--- config.mk ---
export PLATFORM = sky130hd
export DESIGN_NAME = decoder_n
export DESIGN_NICKNAME = d
export VERILOG_FILES = /design/src/rtl/decode_pkg.sv /design/src/rtl/decode_comb.sv /design/src/rtl/decoder_n.sv
export SDC_FILE = /design/constraint.sdc
export NUM_CORES = 1
export LEC_CHECK = 0
export CAP_MARGIN = 40
export CORE_UTILIZATION = 35
export DETAILED_ROUTE_END_ITERATION = 12
export GPL_ROUTABILITY_DRIVEN = 0
export GPL_TIMING_DRIVEN = 0
export PLACE_DENSITY = 0.81
export SYNTH_ARGS = -nofsm -noshare
export SYNTH_HDL_FRONTEND = slang
export SYNTH_SLANG_ARGS = --single-unit
--- constraint.sdc ---
create_clock -name clk -period 1.47 [get_ports clk]
set_input_delay 0.294 -clock clk [delete_from_list [all_inputs] [get_ports clk]]
set_output_delay 0.294 -clock clk [all_outputs]
set_load 0.02 [all_outputs]
--- src/rtl/decode_pkg.sv ---
// ============================================================================
// Module  : decode_pkg
// Desc    : Shared constants and helper functions for the binary-to-one-hot decoders.
// Rev     : 1.0  initial release
// ============================================================================
`default_nettype none

package decode_pkg;

  localparam int DEC_N_DEF = 4;
  localparam int DEC_M_DEF = 16;

  // Helpers work on a fixed maximum width; callers zero-extend or slice to M.
  localparam int DEC_CODE_W = 10;
  localparam int DEC_M_MAX  = 1 << DEC_CODE_W;

  function automatic logic [DEC_M_MAX-1:0] onehot_f(
    input logic [DEC_CODE_W-1:0] code,
    input logic                  en
  );
    logic [DEC_M_MAX-1:0] r_vec;
    for (int k = 0; k < DEC_M_MAX; k++) begin
      r_vec[k] = en & (code == DEC_CODE_W'(k));
    end
    return r_vec;
  endfunction

  function automatic logic is_onehot0(input logic [DEC_M_MAX-1:0] vec);
    return (vec & (vec - DEC_M_MAX'(1))) == '0;
  endfunction

endpackage

`default_nettype wire

--- src/rtl/decode_comb.sv ---
// ============================================================================
// Module  : decode_comb
// Desc    : Purely combinational N-bit binary to M-bit one-hot decode with range flag.
// Rev     : 1.0  initial release
// ============================================================================
`default_nettype none

module decode_comb
  import decode_pkg::*;
#(
  parameter int N = DEC_N_DEF,
  parameter int M = 1 << N
) (
  input  logic         en,
  input  logic [N-1:0] in,
  output logic [M-1:0] y,
  output logic         oor
);

  if ((M < 1) || (M > (1 << N))) begin : g_bad_m
    $error("decode_comb: M=%0d outside legal range 1..%0d", M, 1 << N);
  end

  // Per-bit equality keeps X on en/in visible on y instead of masking it.
  for (genvar k = 0; k < M; k++) begin : g_bit
    assign y[k] = en & (in == N'(k));
  end

  if (M < (1 << N)) begin : g_oor
    assign oor = en & (in >= N'(M));
  end else begin : g_no_oor
    assign oor = 1'b0;
  end

endmodule

`default_nettype wire

--- src/rtl/decoder_n.sv ---
// ============================================================================
// Module  : decoder_n
// Desc    : One-hot decoder with combinational and registered outputs.
//           DECODE_ONEHOT_CHK_EN adds a sticky one-hot integrity flag (onehot_err).
// Rev     : 1.0  initial release
// ============================================================================
`default_nettype none

module decoder_n
  import decode_pkg::*;
#(
  parameter int N = DEC_N_DEF,
  parameter int M = 1 << N
) (
  input  logic         clk,
  input  logic         rst,
  input  logic         en,
  input  logic [N-1:0] in,
  output logic [M-1:0] y,
  output logic         oor,
  output logic [M-1:0] y_q,
  output logic         oor_q
`ifdef DECODE_ONEHOT_CHK_EN
  ,
  output logic         onehot_err
`endif
);

  logic [M-1:0] w_y;
  logic         w_oor;
  logic [M-1:0] r_y_q;
  logic         r_oor_q;

  decode_comb #(
    .N (N),
    .M (M)
  ) u_decode_comb (
    .en  (en),
    .in  (in),
    .y   (w_y),
    .oor (w_oor)
  );

  assign y     = w_y;
  assign oor   = w_oor;
  assign y_q   = r_y_q;
  assign oor_q = r_oor_q;

  // No load enable: the register tracks the decode every cycle, zeros included.
  always_ff @(posedge clk or posedge rst) begin
    if (rst) begin
      r_y_q   <= '0;
      r_oor_q <= 1'b0;
    end else begin
      r_y_q   <= w_y;
      r_oor_q <= w_oor;
    end
  end

`ifdef DECODE_ONEHOT_CHK_EN
  localparam logic [N:0] c_m_ext = (N + 1)'(M);

  logic w_chk_bad;
  logic r_onehot_err;

  // Bad when several bits are hot, or when an in-range enabled code decodes to nothing.
  assign w_chk_bad = !is_onehot0(DEC_M_MAX'(w_y)) ||
                     (en && ({1'b0, in} < c_m_ext) && (w_y == '0));

  always_ff @(posedge clk or posedge rst) begin
    if (rst) begin
      r_onehot_err <= 1'b0;
    end else if (w_chk_bad) begin
      r_onehot_err <= 1'b1;
    end
  end

  assign onehot_err = r_onehot_err;

`ifndef SYNTHESIS
  always_ff @(posedge clk) begin
    if (!rst && w_chk_bad) begin
      $error("decoder_n: one-hot violation y=%0h en=%0b in=%0d", w_y, en, in);
    end
  end
`endif
`endif

endmodule

`default_nettype wire

==> run summary <==
=================================================================================
Height of the chip                                                        42.7 um
Violation count after the first detailed-route iteration                       10
Number of nets with antenna violations after routing                            0
Clock root cell                                                          clkbuf_4
Max clock buf depth                                                             2
Maximum number of pins on one net before global-route repair                   17
Port Buffer Count                                                              37
Cell count after placement                                                    101
Netlist cell types                                                             14
Detailed-route DRC error count                                                  0
Area overhead of the layout relative to synthesis                           76.5%
Critical path launch point type                                        input port
Synthesis Warnings                                                              0
Final core utilization                                                      67.2%
Start-to-end type of the worst setup path                               in -> out
Sequential element share of the synthesized area                            69.0%
Final instance count without filler cells                                     106
Average vias per placed instance                                             5.07
Cell types with the largest area share after synthesis               dfrtp_1, nor3_2, nor3_1
CP required                                                               1.18 ns
Core Region                                                              1520 um2
Tightest Pin Transition                                                  0.583 ns
TritonCTS clock tree                                                         done
Worst path arrival time                                                   1.15 ns
Final Slew Violations                                                           0
Crit path max fanout                                                            6
RSZ-0062 raised after global routing                                        false
Final clock period utilization by the worst path                            98.2%
Sinks on Clock Net                                                             16
Reg clk slew, reported paths                                              0.08 ns
Via Count                                                                     537
Highest attainable clock frequency                                        693 MHz
Portion of synthesized cell area occupied by the leading cell type          69.0%
Starting density of the core                                                38.1%
Worst rel slew slack                                                        61.1%
Power density cells                                                    778 nW/um2
Number of iterations in the first detailed-routing pass                         4
Leakage component of the power                                        0.000574 uW
Area used by sequential logic in the layout                               400 um2
Overall track demand over capacity in global routing                        18.6%
Final-layout fill cell count                                                  112
Max capacitance violation total                                                 0
Total number of H-tree levels                                                   1
Number of synthesized flops with an enable pin                                  0
Class of the worst hold path                                            in -> reg
Congestion Overflow GR                                                          0
Chip Width                                                                42.7 um
Netlist area before placement                                             581 um2
Number of global-route vias before repair                                     487
Library cell occupying the most area in the post-synthesis netlist        dfrtp_1
Share of post-route cells with drive strength above 1                       54.4%
Final Hold Fails                                                                0
Post-layout worst setup margin                                          0.0265 ns
Average detailed-routed wire length per instance                          15.2 um
Mean area per synthesized cell                                           12.4 um2
Rows                                                                           14
Synth top cells by count                                             dfrtp_1, nor2_1, nor3_1
Primary flip-flop cell chosen by synthesis mapping                        dfrtp_1
Hold depth                                                                      3
Initial antenna violation count                                                 0
Wire length reported by the detailed router                               1610 um
Inserted Clock Buffers                                                          3
Die area                                                                 1830 um2
Flop and latch count out of synthesis                                          16
Total I/O pin count                                                            41
Cells after Synth                                                              47
Result of the run                                                       completed
Multi-input gate area                                                     246 um2
Smallest hold slack                                                      0.326 ns
Total setup violations reported at the end of the flow                          0
Maximum resistive drop on vdd                                            0.451 mV
Async set-reset flop share out of synthesis                                  100%
Dpl hpwl                                                                  1000 um
Global-route wire length before repair                                    2470 um
Final #Nets                                                                    99
Most common cell in the synthesized netlist                               dfrtp_1
N_diodes                                                                        0
Number of flip-flops in the largest register                                   16
Worst setup timing slack at the placement stage                         -0.802 ns
Fin crit period                                                           1.44 ns
Crit. End Element                                                      output pin
=================================================================================
[what timing repair did]
| item | 4_1_cts | 5_1_grt |
|---|---|---|
| pin swaps | 0 | 2 |
| gates resized for setup | 121 | 9 |
| cloned | 1 | 0 |
| setup buffers | 0 | 1 |
| setup endpoints to repair | 32 | 13 |
| hold buffers | 0 | 0 |
[worst max-delay path: stages]
cell and delay [ns]:
clkdlybuf4s15_2 0.28, nand3_2 0.13, nor3_2 0.23, buf_2 0.21
[power by group]
| part | switching, uW | total (uW) | internal [uW] | leakage [uW] |
|---|---|---|---|---|
| Sequential | 1.65 | 448 | 447 | 0.000222 |
| Combinational | 85.5 | 132 | 46.1 | 0.000339 |
| Clock | 122 | 217 | 94.9 | 0.0000138 |
[per-stage QoR]
step / setup TNS (ns) / area, um2 / total power (uW)
global route: 0 / 1020 / 843
detailed placement: -11.65 / 981 / 573
CTS: 0 / 1020 / 792
finish: 0 / 1020 / 797
floorplan: 0 / 591 / 520
global placement: -11.42 / 981 / 571
[area by class of cell]
type	count	share of cell area [%]
sequential	16	39.1
timing repair buffer	39	29.3
multi-input combinational	27	24.1
buffer	4	3.05
clock buffer	3	2.20
tap	16	1.95
inverter	1	0.366
[routing by layer]
| metal | GRT usage (%) | vias up | part of all wire [%] | wire length (um) |
|---|---|---|---|---|
| li1 | - | 237 | - | - |
| met1 | 26.3 | 266 | 43 | 697 |
| met2 | 26.1 | 32 | 48 | 772 |
| met3 | 3.83 | 2 | 7.4 | 119 |
| met4 | 11.3 | 0 | 1.2 | 20 |
| met5 | 0 | - | 0 | 0 |
[kinds of logic after synthesis]
family / synth area share (%)
flops: 69.0
buf+inv: 4.96
simple gates: 25.4
other cells: 0.646
[path summary, 6_finish.rpt]
kind                       slack (ns)                end   from
max in group asynchronous        0.72  y_q[13]$_DFF_PP0_    rst
min                              0.33  y_q[14]$_DFF_PP0_  in[3]
max                              0.03               y[6]     en
min in group asynchronous        0.37  y_q[14]$_DFF_PP0_    rst
[layout by cell type (no fill, tap or decap), types with 2 or more instances in the layout]
| cell | n |
|---|---|
| clkdlybuf4s15_2 | 2 |
| nor4_4 | 2 |
| nor2_2 | 4 |
| nor2_1 | 2 |
| buf_2 | 12 |
| buf_6 | 3 |
| clkbuf_4 | 3 |
| nor3_2 | 8 |
| nand2_2 | 2 |
| dlygate4sd2_1 | 16 |
| conb_1 | 2 |
| buf_4 | 8 |
| nand2b_4 | 3 |
| dfrtp_1 | 16 |
| nand3b_1 | 2 |
Note: power is estimated with default switching activity, not from simulation.
